File: config.mk
export PLATFORM = sky130hd
export DESIGN_NAME = br_pred_tracker_flat
export DESIGN_NICKNAME = d
export VERILOG_FILES = /design/src/rtl/br_pred_tracker_if.sv /design/src/rtl/br_pred_tracker.sv /design/src/flat_wrapper.sv
export SDC_FILE = /design/constraint.sdc
export NUM_CORES = 1
export LEC_CHECK = 0
export ABC_CLOCK_PERIOD_IN_PS = 4900
export CAP_MARGIN = 20
export CORE_UTILIZATION = 45
export CTS_CLUSTER_SIZE = 8
export DETAILED_ROUTE_END_ITERATION = 8
export MAX_ROUTING_LAYER = met4
export PLACE_DENSITY_LB_ADDON = 0.1
export SLEW_MARGIN = 10
export SYNTH_ARGS = -nofsm -noshare
export SYNTH_HDL_FRONTEND = slang
export SYNTH_SLANG_ARGS = --single-unit
File: constraint.sdc
create_clock -name clk -period 4.9 [get_ports clk]
set_input_delay 0.49 -clock clk [delete_from_list [all_inputs] [get_ports clk]]
set_output_delay 0.49 -clock clk [all_outputs]
set_load 0.01 [all_outputs]
File: src/rtl/br_pred_tracker_if.sv
// Bus between the pipeline control and the branch prediction tracker.
// The pipeline side is the master; the tracker is the slave.
interface br_pred_tracker_if #(
    parameter int CNT_W = 32
);
    // IF-stage prediction
    logic [31:0]      pc_IF;
    logic             find_IF;
    logic             jmp_IF;
    logic [31:0]      npc_pred_IF;

    // Pipeline control
    logic             stall_ID;
    logic             stall_EX;
    logic             bubble_EX;
    logic             flush_ext;

    // EX-stage resolution
    logic             is_br_EX;
    logic             br_EX;
    logic [31:0]      br_target;

    // Carried prediction and predictor update
    logic [31:0]      pc_EX;
    logic             find_EX;
    logic             jmp_EX;
    logic [31:0]      NPC_Pred_EX;
    logic             fail;

    // Front-end redirect and flushes
    logic             redirect;
    logic [31:0]      redirect_pc;
    logic             flush_ID;
    logic             flush_EX;

    // Performance counters
    logic [CNT_W-1:0] br_cnt;
    logic [CNT_W-1:0] miss_cnt;
    logic [CNT_W-1:0] tkn_cnt;

    modport master (
        output pc_IF, find_IF, jmp_IF, npc_pred_IF,
        output stall_ID, stall_EX, bubble_EX, flush_ext,
        output is_br_EX, br_EX, br_target,
        input  pc_EX, find_EX, jmp_EX, NPC_Pred_EX, fail,
        input  redirect, redirect_pc, flush_ID, flush_EX,
        input  br_cnt, miss_cnt, tkn_cnt
    );

    modport slave (
        input  pc_IF, find_IF, jmp_IF, npc_pred_IF,
        input  stall_ID, stall_EX, bubble_EX, flush_ext,
        input  is_br_EX, br_EX, br_target,
        output pc_EX, find_EX, jmp_EX, NPC_Pred_EX, fail,
        output redirect, redirect_pc, flush_ID, flush_EX,
        output br_cnt, miss_cnt, tkn_cnt
    );
endinterface

File: src/rtl/br_pred_tracker.sv
// Carries each IF-stage branch prediction through IF/ID and ID/EX, checks it
// against the resolved outcome in EX and drives predictor update, redirect and counters.
module br_pred_tracker #(
    parameter int CNT_W = 32
) (
    input  logic               clk,
    input  logic               rst,
    br_pred_tracker_if.slave   bus
);

    typedef struct packed {
        logic        valid;
        logic [31:0] pc;
        logic        find;
        logic        jmp;
        logic [31:0] npc_pred;
    } entry_t;

    entry_t            d_q, d_d;
    entry_t            e_q, e_d;
    logic [CNT_W-1:0]  br_cnt_q, br_cnt_d;
    logic [CNT_W-1:0]  miss_cnt_q, miss_cnt_d;
    logic [CNT_W-1:0]  tkn_cnt_q, tkn_cnt_d;

    logic              resolve;
    logic              taken;
    logic [31:0]       actual_npc;
    logic              fail;
    logic              flush;

    function automatic logic [CNT_W-1:0] sat_inc(input logic [CNT_W-1:0] cnt,
                                                 input logic             en);
        logic [CNT_W-1:0] res;
        res = cnt;
        if (en && (cnt != {CNT_W{1'b1}}))
            res = cnt + CNT_W'(1);
        return res;
    endfunction

    // Resolution; rst gating keeps redirect/flush quiet even while flush_ext is high in reset
    always_comb begin
        resolve    = e_q.valid & ~bus.stall_EX;
        taken      = bus.is_br_EX & bus.br_EX;
        actual_npc = taken ? bus.br_target : (e_q.pc + 32'd4);
        fail       = resolve & (e_q.npc_pred != actual_npc) & ~rst;
        flush      = (fail | bus.flush_ext) & ~rst;
    end

    always_comb begin
        d_d = d_q;
        if (flush)
            d_d.valid = 1'b0;
        else if (!bus.stall_ID) begin
            d_d.valid    = 1'b1;
            d_d.pc       = bus.pc_IF;
            d_d.find     = bus.find_IF;
            d_d.jmp      = bus.jmp_IF;
            d_d.npc_pred = bus.npc_pred_IF;
        end
    end

    // A stalled EX holds its entry even when ID is stalled; otherwise an ID stall leaves a bubble
    always_comb begin
        e_d = e_q;
        if (flush)
            e_d.valid = 1'b0;
        else if (bus.stall_EX)
            e_d = e_q;
        else if (bus.bubble_EX || bus.stall_ID)
            e_d.valid = 1'b0;
        else
            e_d = d_q;
    end

    always_comb begin
        br_cnt_d   = br_cnt_q;
        miss_cnt_d = miss_cnt_q;
        tkn_cnt_d  = tkn_cnt_q;
        if (resolve) begin
            br_cnt_d   = sat_inc(br_cnt_q, bus.is_br_EX);
            miss_cnt_d = sat_inc(miss_cnt_q, fail);
            tkn_cnt_d  = sat_inc(tkn_cnt_q, taken);
        end
    end

    always_ff @(posedge clk or posedge rst) begin
        if (rst) begin
            d_q        <= '0;
            e_q        <= '0;
            br_cnt_q   <= '0;
            miss_cnt_q <= '0;
            tkn_cnt_q  <= '0;
        end else begin
            d_q        <= d_d;
            e_q        <= e_d;
            br_cnt_q   <= br_cnt_d;
            miss_cnt_q <= miss_cnt_d;
            tkn_cnt_q  <= tkn_cnt_d;
        end
    end

    // Update fields stay visible for invalid entries; the predictor qualifies them with fail
    assign bus.pc_EX       = e_q.pc;
    assign bus.find_EX     = e_q.find;
    assign bus.jmp_EX      = e_q.jmp;
    assign bus.NPC_Pred_EX = e_q.npc_pred;
    assign bus.fail        = fail;
    assign bus.redirect    = fail;
    assign bus.redirect_pc = actual_npc;
    assign bus.flush_ID    = flush;
    assign bus.flush_EX    = flush;
    assign bus.br_cnt      = br_cnt_q;
    assign bus.miss_cnt    = miss_cnt_q;
    assign bus.tkn_cnt     = tkn_cnt_q;

endmodule

File: src/flat_wrapper.sv
// flat-port wrapper written by rule: the top's interface ports become plain ports
module br_pred_tracker_flat 
#(
    parameter int CNT_W = 32
)
  (clk, rst, bus_pc_IF, bus_find_IF, bus_jmp_IF, bus_npc_pred_IF, bus_stall_ID, bus_stall_EX, bus_bubble_EX, bus_flush_ext, bus_is_br_EX, bus_br_EX, bus_br_target, bus_pc_EX, bus_find_EX, bus_jmp_EX, bus_NPC_Pred_EX, bus_fail, bus_redirect, bus_redirect_pc, bus_flush_ID, bus_flush_EX, bus_br_cnt, bus_miss_cnt, bus_tkn_cnt);
  br_pred_tracker_if #(.CNT_W(CNT_W)) bus_i ();
  input  logic clk;
  input  logic rst;
  input wire logic [$bits(bus_i.pc_IF)-1:0] bus_pc_IF;
  input wire logic [$bits(bus_i.find_IF)-1:0] bus_find_IF;
  input wire logic [$bits(bus_i.jmp_IF)-1:0] bus_jmp_IF;
  input wire logic [$bits(bus_i.npc_pred_IF)-1:0] bus_npc_pred_IF;
  input wire logic [$bits(bus_i.stall_ID)-1:0] bus_stall_ID;
  input wire logic [$bits(bus_i.stall_EX)-1:0] bus_stall_EX;
  input wire logic [$bits(bus_i.bubble_EX)-1:0] bus_bubble_EX;
  input wire logic [$bits(bus_i.flush_ext)-1:0] bus_flush_ext;
  input wire logic [$bits(bus_i.is_br_EX)-1:0] bus_is_br_EX;
  input wire logic [$bits(bus_i.br_EX)-1:0] bus_br_EX;
  input wire logic [$bits(bus_i.br_target)-1:0] bus_br_target;
  output wire logic [$bits(bus_i.pc_EX)-1:0] bus_pc_EX;
  output wire logic [$bits(bus_i.find_EX)-1:0] bus_find_EX;
  output wire logic [$bits(bus_i.jmp_EX)-1:0] bus_jmp_EX;
  output wire logic [$bits(bus_i.NPC_Pred_EX)-1:0] bus_NPC_Pred_EX;
  output wire logic [$bits(bus_i.fail)-1:0] bus_fail;
  output wire logic [$bits(bus_i.redirect)-1:0] bus_redirect;
  output wire logic [$bits(bus_i.redirect_pc)-1:0] bus_redirect_pc;
  output wire logic [$bits(bus_i.flush_ID)-1:0] bus_flush_ID;
  output wire logic [$bits(bus_i.flush_EX)-1:0] bus_flush_EX;
  output wire logic [$bits(bus_i.br_cnt)-1:0] bus_br_cnt;
  output wire logic [$bits(bus_i.miss_cnt)-1:0] bus_miss_cnt;
  output wire logic [$bits(bus_i.tkn_cnt)-1:0] bus_tkn_cnt;
  assign bus_i.pc_IF = bus_pc_IF;
  assign bus_i.find_IF = bus_find_IF;
  assign bus_i.jmp_IF = bus_jmp_IF;
  assign bus_i.npc_pred_IF = bus_npc_pred_IF;
  assign bus_i.stall_ID = bus_stall_ID;
  assign bus_i.stall_EX = bus_stall_EX;
  assign bus_i.bubble_EX = bus_bubble_EX;
  assign bus_i.flush_ext = bus_flush_ext;
  assign bus_i.is_br_EX = bus_is_br_EX;
  assign bus_i.br_EX = bus_br_EX;
  assign bus_i.br_target = bus_br_target;
  assign bus_pc_EX = bus_i.pc_EX;
  assign bus_find_EX = bus_i.find_EX;
  assign bus_jmp_EX = bus_i.jmp_EX;
  assign bus_NPC_Pred_EX = bus_i.NPC_Pred_EX;
  assign bus_fail = bus_i.fail;
  assign bus_redirect = bus_i.redirect;
  assign bus_redirect_pc = bus_i.redirect_pc;
  assign bus_flush_ID = bus_i.flush_ID;
  assign bus_flush_EX = bus_i.flush_EX;
  assign bus_br_cnt = bus_i.br_cnt;
  assign bus_miss_cnt = bus_i.miss_cnt;
  assign bus_tkn_cnt = bus_i.tkn_cnt;
  br_pred_tracker #(.CNT_W(CNT_W)) u_core (.clk(clk), .rst(rst), .bus(bus_i));
endmodule
==> results_dict.tcl, run 1 <==
set metrics [dict create \
    dp_hpwl_um 25180 \
    portBuffers 303 \
    vias 9389 \
    synth_mux_area_frac 0.1367 \
    clk_latency_ps 510 \
    hold_violations 0 \
    cts_sinks 230 \
    synth_xor_area_frac 0.1053 \
    ir_worst_vdd_v 0.0002062 \
    cts-hold-fix-buffers 0 \
    grt_max_degree 102 \
    crit_arrival_ps 4340 \
    path_class "flip-flop to primary output" \
    fmax_mhz 207.1 \
    cts-root-buf "clkbuf_16" \
    syn_area_sq_um 12240 \
    synthDominantCellAreaShare 0.4703 \
    synth_ff_type "dfrtp_1" \
    finalCriticalPeriod_ps 4829 \
    area_growth_pct 32.21 \
    die_h_um 166.9 \
    skew_ps 20.35 \
    start_util 0.4643 \
    synth_nets 1226 \
    ys_async_sr_fraction 1.000 \
    powerDensity_nw_per_um2 410.7 \
    num_rows 59 \
    drv_slew 0 \
    detail_route.wl_per_cell_um 20.17 \
    synth.top_cells.by_area "dfrtp_1 (47%), mux2_2 (10%), xnor2_1 (5.7%), xor2_1 (4.4%), buf_4 (4.3%)" \
    first_pass_iters 7 \
    hold_path.class "flip-flop to flip-flop" \
    grt_pass1_vias 9470 \
    core_sq_um 26350 \
    yosys.cell_types.count 64 \
    crit_required_ps 4410 \
    synth_fa_ha_area_frac 0.004090 \
    total_power_mw 6.645 \
    cts_made_buffers 34 \
    die_area_sq_um 27860 \
    period_share 0.9856 \
    relSlewSlack 0.4029 \
    cts_tree "built" \
    syn_inst 1116 \
    run_status "finished, final reports clean" \
    grt_pass1_wl_um 53860 \
    wl_um 34470 \
    track_usage 0.2547 \
    cap_violations 0 \
    critPathLaunchType "flip-flop" \
    drive_gt1_frac 0.1662 \
    synth_top_family_by_area "simple AND/OR/NAND/NOR gates" \
    dp_cells 1666 \
    finish.instance_area_sq_um 16180 \
    yosys.area_share.simple 0.1589 \
    ys_warn_count 0 \
    yosysMostFrequentCell "dfrtp_1" \
    finalNetCount 1481 \
    cts_max_level 2 \
    drt-vias-per-instance 5.494 \
    fin_hold_ws_ps 483.4 \
    yosysTopAreaCell "dfrtp_1" \
    gp_routability_congestion 0.8954 \
    final_antenna_net_count 0 \
    setup_tns_ps 0 \
    drc 0 \
    crit_path_end_kind "primary output" \
    critPathMaxFanout 9 \
    worst_pin_slew_ps 895.6 \
    die_w_um 166.9 \
    pin_count 304 \
    synth_edf_count 0 \
    dpl_cell_area_sq_um 15200 \
    synth_seq_area_share 0.4703 \
    dr.first_iter.drc_count 618 \
    overflow 0 \
    fin_cells 1709 \
    p_leak_nw 6.852 \
    setup_viol 0 \
    yosys_register_bits 230 \
    path_clk_slew_ps 50 \
    grt_antenna_before_repair 2 \
    yosys-top-cells-count "dfrtp_1 (230), mux2_2 (109), xnor2_1 (80)" \
    cts_buffer_depth 3 \
    syn_avg_cell_area_sq_um 10.96 \
    synth_compound_area_frac 0.05358 \
]
==> worst max-delay path, cell delays in order (launching register included) <==
cell and delay, ps:
dfrtp_1 500, nand4_1 260, or3_1 520, nor3_1 220, mux2_2 360, or4_1 530
o31ai_4 330, nand4b_1 290, nand2_2 200, a21oi_1 110, clkdlybuf4s50_1 510
==> state kept, by name (all words and copies together), names as in the netlist <==
name                    cells
u_core.bus.find_EX          1
u_core.bus.pc_EX           32
u_core.e_q                  1
u_core.bus.NPC_Pred_EX     32
u_core.bus.br_cnt          32
u_core.bus.miss_cnt        32
u_core.d_q                 67
u_core.bus.jmp_EX           1
u_core.bus.tkn_cnt         32
==> area by class of cell <==
| type | count | area, sq um |
|---|---|---|
| Multi-Input combinational cell | 738 | 5669 |
| Clock inverter | 2 | 36.28 |
| Fill cell | 2219 | 10180 |
| Sequential cell | 230 | 5758 |
| Clock buffer | 35 | 864.6 |
| Timing Repair Buffer | 335 | 3298 |
| Inverter | 32 | 127.6 |
| Tap cell | 335 | 419.2 |
| Antenna cell | 2 | 5.005 |
==> path summary, 6_finish.rpt <==
kind | endpoint | slack (ps) | from | depth (start not counted)
setup / recovery | bus_flush_ID | 70 | u_core.bus.pc_EX[4] | 10
hold / removal | u_core.bus.br_cnt[4] | 480 | u_core.bus.br_cnt[4] | 1
setup reg to reg | u_core.d_q[49] | 830 | u_core.bus.pc_EX[11] | 12
hold reg to reg | u_core.bus.br_cnt[4] | 480 | u_core.bus.br_cnt[4] | 1
max in group asynchronous | u_core.bus.pc_EX[12] | 2720 | rst | 3
min in group asynchronous | u_core.bus.miss_cnt[30] | 760 | rst | 2
==> stage by stage <==
stage	util	setup slack, ps
after detailed placement	0.5767	269.2
after floorplan	-	1080
after CTS	0.6113	30.41
final	0.6139	70.63
after global routing	0.6139	-22.87
after global placement	0.5767	249.9
==> where the power goes <==
group	leakage [nW]	switching [mW]	internal, mW
sequential	2.89	0.405	2.18
clock	0.443	0.812	1.24
combinational	3.52	0.872	1.13
total	6.85	2.09	4.56
==> cells by family (layout without fill, tap and decap cells) <==
family | count (synthesis) | count (layout)
AOI/OAI and AO/OA | 96 | 96
other | 0 | 2
xor gates and xnor gates | 144 | 144
and+or+nand+nor | 355 | 355
adders and majority gates | 4 | 4
buffers and inverters | 148 | 404
DFF | 230 | 230
muxes | 139 | 139
==> what timing repair did <==
item,4_1_cts,5_1_grt
endpoints found under the setup margin,4,4
pin swaps,1,3
buffers inserted,0,4
gates resized for setup,1,10
==> per-layer routing <==
metal / GRT usage / up-vias / part of all wire
met5: - / - / 0
met2: 0.3906 / 334 / 0.46
met4: 0.08293 / 0 / 0.024
li1: - / 4391 / -
met3: 0.07010 / 65 / 0.083
met1: 0.3254 / 4599 / 0.43
==> layout by cell type, fill, tap and decap left out, types with 19 or more instances in the layout <==
cell type	n
xnor2_1	80
a21oi_1	21
and3_1	23
dfrtp_1	228
buf_4	30
nand4_1	35
o21ai_0	25
clkbuf_16	34
inv_1	31
nand2_1	76
nand3_1	50
clkdlybuf4s50_1	303
mux2_2	109
nor2_1	41
nor4_1	19
xor2_1	62
nor3_1	30
mux2_4	29
No activity file was read; power rests on OpenSTA's default activity.
==> inputs of run 2 (changes only) <==
Settings changed: CTS_CLUSTER_SIZE 8 to 40.
==> run 2 against run 1 <==
  * Sequential cell count did not move
  * Combinational power barely moved
  * Routed wire length barely moved
  * First-iteration DRC count rose by 0.65%
  * Via count fell by 0.73%
  * Highest routed layer unchanged
  * Cell count rose by 0.70%
  * Sequential power barely moved
  * Critical path depth did not move
  * Core utilization rose by 0.32 points
  * Worst hold slack improved by 2.3 ps
  * Setup slack improved by 93 ps
  * Non-clock buffer count rose by 1
==> results_dict.tcl, run 2 (same netlist as run 1, synthesis figures left out) <==
set metrics [dict create \
    vias 9320 \
    path_buf_inv 1 \
    regMostFlops "u_core.d_q" \
    finalNetCount 1474 \
    overflow 0 \
    post-place-ws_ps 269.2 \
    detail_route.wl_per_cell_um 20.04 \
    fin_util 0.6171 \
    fmax_mhz 211.1 \
    total_power_mw 6.772 \
    finalCriticalPeriod_ps 4736 \
    drt-vias-per-instance 5.415 \
    grt_antenna_before_repair 2 \
    dp_hpwl_um 25180 \
    crit_arrival_ps 4250 \
    worst_pin_slew_ps 905.0 \
    cts_max_level 1 \
    critPathLaunchType "flip-flop" \
    fin_hold_ws_ps 485.7 \
    cts-root-buf "clkbuf_16" \
    num_rows 59 \
    cap_violations 0 \
    drive_gt1_frac 0.1734 \
    track_usage 0.2533 \
    start_util 0.4643 \
    dp_cells 1666 \
    dr.first_iter.drc_count 622 \
    setup_tns_ps 0 \
    core_sq_um 26350 \
    hold_violations 0 \
    final_antenna_net_count 0 \
    drv_slew 0 \
    setup_slack_ps 164.0 \
    drc 0 \
    grt_pass1_wl_um 53740 \
    wl_um 34490 \
    critPathMaxFanout 9 \
    ir_worst_vdd_v 0.0002469 \
    cp_top_family "simple AND/OR/NAND/NOR gates" \
    portBuffers 303 \
    pin_count 304 \
    setup_viol 0 \
    run_status "finished, final reports clean" \
    period_share 0.9665 \
    cts_tree "built" \
    crit_required_ps 4410 \
    cp_cell_sequence "nand4_1, or4_1, or4_1, a31oi_1, a22oi_1, and4_1, nand4b_1, nand2_2, a21oi_1, clkdlybuf4s50_1" \
    die_area_sq_um 27860 \
    crit_path_end_kind "primary output" \
    path_clk_slew_ps 60 \
    gp_routability_congestion 0.8954 \
    dpl_cell_area_sq_um 15200 \
    largest_reg_flops 67 \
    clk_latency_ps 530 \
    layout_commonest_cell "clkdlybuf4s50_1" \
    cts_buffer_depth 3 \
    cts_sinks 230 \
    skew_ps 21.66 \
    grt_pass1_vias 9350 \
    fin_cells 1721 \
    hold_path.class "flip-flop to flip-flop" \
    area_growth_pct 32.89 \
    finish.instance_area_sq_um 16260 \
    first_pass_iters 7 \
    path_common_cell "or4_1" \
    relSlewSlack 0.3967 \
    slowest_stage "or4_1" \
    powerDensity_nw_per_um2 416.4 \
    cts_made_buffers 26 \
    p_leak_nw 6.899 \
    die_h_um 166.9 \
    grt_max_degree 102 \
    path_class "flip-flop to primary output" \
    final_cell_mix "clkdlybuf4s50_1 (303), dfrtp_1 (226), mux2_2 (109)" \
    cp_slowest_stage_delay_ps 630 \
    die_w_um 166.9 \
]
## run 2: what timing repair did
action	CTS	global route
setup endpoints to repair	4	4
buffers inserted	0	5
gates resized for setup	3	9
pin swaps	1	5
hold buffers	0	0
## run 2: area by class of cell
| cell class | instances | area, sq um |
|---|---|---|
| Clock inverter | 15 | 232.7 |
| Inverter | 32 | 127.6 |
| Fill cell | 2221 | 10090 |
| Clock buffer | 33 | 748.2 |
| Tap cell | 335 | 419.2 |
| Sequential cell | 230 | 5761 |
| Timing Repair Buffer | 336 | 3306 |
| Antenna cell | 2 | 5.005 |
| Multi-Input combinational cell | 738 | 5663 |
## run 2: final timing paths
kind,from,end,slack [ps],depth (start not counted)
min reg2reg,u_core.bus.br_cnt[4],u_core.bus.br_cnt[4],490,1
max in group asynchronous,rst,u_core.bus.pc_EX[12],2760,3
max reg2reg,u_core.bus.pc_EX[12],u_core.d_q[49],940,12
min in group asynchronous,rst,u_core.bus.miss_cnt[28],730,2
min,u_core.bus.br_cnt[4],u_core.bus.br_cnt[4],490,1
max,u_core.bus.pc_EX[21],bus_flush_ID,160,10
## run 2: report_power, final
group          switching [mW]  total (mW)  internal, mW
sequential              0.402        2.58          2.18
combinational           0.873        2.00          1.13
clock                   0.795        2.19          1.39
## run 2: layer usage
metal  global-route usage  wire [um]  vias to the layer above
met5                    -          0                        -
met4              0.07166        756                        0
met3              0.06797       2977                       42
met2               0.3919      15940                      325
met1               0.3259      14820                     4573
li1                     -          -                     4380
==> inputs of run 3 (changes only) <==
Settings changed: CORE_ASPECT_RATIO set to 1.1, GPL_ROUTABILITY_DRIVEN set to 1.
==> run 3 against run 2 <==
  * Setup slack lost 75 ps
  * Fmax shrank 1.6%
  * Sequential cell count is the same
  * Clock skew down 10 ps
  * Cell count grew 0.76%
  * Via count up 0.95%
  * Clock-buffer cell count rose by 7
  * Non-clock buffer count is 2 lower
  * Routed wire length up 0.94%
  * Largest cell class unchanged
==> results_dict.tcl, run 3 (same netlist as run 1, synthesis figures left out) <==
set metrics [dict create \
    run_status "finished, final reports clean" \
    final_cell_mix "clkdlybuf4s50_1 (302), dfrtp_1 (225), mux2_2 (109)" \
    cts_tree "built" \
    dp_cells 1683 \
    setup_viol 0 \
    cap_violations 0 \
    overflow 0 \
    finalNetCount 1472 \
    clk_latency_ps 530 \
    hold_path.class "flip-flop to flip-flop" \
    finalCriticalPeriod_ps 4811 \
    gp_routability_congestion 0.9591 \
    crit_arrival_ps 4320 \
    portBuffers 303 \
    vias 9409 \
    powerDensity_nw_per_um2 406.1 \
    r2r_end "u_core.bus.pc_EX[25]" \
    p_leak_nw 6.852 \
    num_rows 62 \
    fmax_mhz 207.9 \
    critPathMaxFanout 8 \
    reg2reg_depth 12 \
    track_usage 0.2561 \
    layout_commonest_cell "clkdlybuf4s50_1" \
    dpl_cell_area_sq_um 15230 \
    crit_path_end_kind "primary output" \
    final.fill_count 2234 \
    regMostFlops "u_core.d_q" \
    core_sq_um 26380 \
    worst_pin_slew_ps 833.1 \
    min-delay-start "u_core.bus.miss_cnt[21]" \
    cts_max_level 1 \
    setup_tns_ps 0 \
    dr.first_iter.drc_count 538 \
    area_growth_pct 32.30 \
    grt_max_degree 70 \
    pin_count 304 \
    cts_sinks 230 \
    drive_gt1_frac 0.1694 \
    final_antenna_net_count 0 \
    cts-root-buf "clkbuf_16" \
    first_pass_iters 5 \
    reg2reg_slack_ps 700 \
    finish.instance_area_sq_um 16190 \
    die_w_um 159.2 \
    path_clk_slew_ps 50 \
    wl_um 34810 \
    drt-vias-per-instance 5.426 \
    die_h_um 175.0 \
    grt_pass1_wl_um 54250 \
    drv_slew 0 \
    crit_required_ps 4410 \
    largest_reg_flops 67 \
    period_share 0.9818 \
    drc 0 \
    path_class "flip-flop to primary output" \
    grt_pass1_vias 9275 \
    critPathLaunchType "flip-flop" \
    die_area_sq_um 27860 \
    start_util 0.4639 \
    cts_buffer_depth 3 \
    fin_cells 1734 \
    relSlewSlack 0.4446 \
    dp_hpwl_um 25590 \
    regArea_sq_um 5762 \
    rsz0062_at_grt "true" \
    cts_made_buffers 26 \
    crit_path_end "bus_flush_EX" \
    crit_start "u_core.bus.pc_EX[15]" \
    detail_route.wl_per_cell_um 20.08 \
    multiInputGateArea_sq_um 5668 \
    skew_ps 11.58 \
    hold_violations 0 \
    ir_worst_vdd_v 0.0002628 \
    timing.rr.start "u_core.bus.pc_EX[15]" \
    grt_antenna_before_repair 1 \
]
## run 3: cell count changes in the layout (fill, tap and decap cells not counted), moves of 2 or more
cell / change
buf_4: -3
clkinv_2: -3
clkbuf_1: +5
bufinv_16: -4
clkbuf_8: +2
## run 3: area by class of cell
class                           instances  area share
Clock buffer                           40     0.04908
Tap cell                              352     0.02720
Sequential cell                       230      0.3559
Antenna cell                            1   0.0001546
Multi-Input combinational cell        738      0.3501
Timing Repair Buffer                  334      0.2042
Clock inverter                          7    0.005487
Inverter                               32    0.007883
## run 3: critical path, cell delays in order, from the launching register on
cell             delay, ps
dfrtp_1                560
nand2_1                130
or4_1                  740
or4_1                  590
a31oi_1                250
a22oi_1                120
and4_1                 230
nand4b_1               190
nand2_2                110
a21oi_1                270
clkdlybuf4s50_1        590
## run 3: worst min path at each step
stage                                 to  cells after the start  slack (ps)
5_1_grt        u_core.bus.NPC_Pred_EX[1]                      1         510
3_5_place_dp     u_core.bus.miss_cnt[21]                      1         480
6_report         u_core.bus.miss_cnt[21]                      1         490
2_1_floorplan             u_core.d_q[10]                      1         480
4_1_cts          u_core.bus.miss_cnt[21]                      1         490
3_3_place_gp     u_core.bus.miss_cnt[23]                      1         480
## run 3: what timing repair did
action | 4_1_cts | 5_1_grt
hold endpoints to repair | 0 | 0
hold buffers | 0 | 0
endpoints found under the setup margin | 4 | 4
buffers inserted | 0 | 3
gates resized for setup | 7 | 8
pin swaps | 2 | 5
## run 3: metrics by stage
stage | setup slack [ps] | utilization | hold slack [ps] | power (mW)
after floorplan | 1080 | - | 476.6 | 3.750
after global placement | 316.6 | 0.5776 | 477.5 | 4.583
after detailed placement | 195.1 | 0.5776 | 475.5 | 4.600
after CTS | 26.56 | 0.6118 | 492.4 | 6.614
after global routing | -86.11 | 0.6138 | 512.6 | 6.887
final | 89.17 | 0.6138 | 489.3 | 6.575
## run 3: power by group
part           total, mW  leakage [nW]  internal (mW)  switching, mW
logic               1.98          3.53           1.13          0.852
clock network       1.99         0.438           1.21          0.771
registers           2.61          2.88           2.18          0.427
## run 3: metal layers
metal	vias up	GRT usage	share of wire
met3	69	0.05317	0.071
li1	4387	-	-
met2	312	0.4148	0.48
met1	4641	0.3219	0.42
met4	0	0.07973	0.031
met5	-	-	0
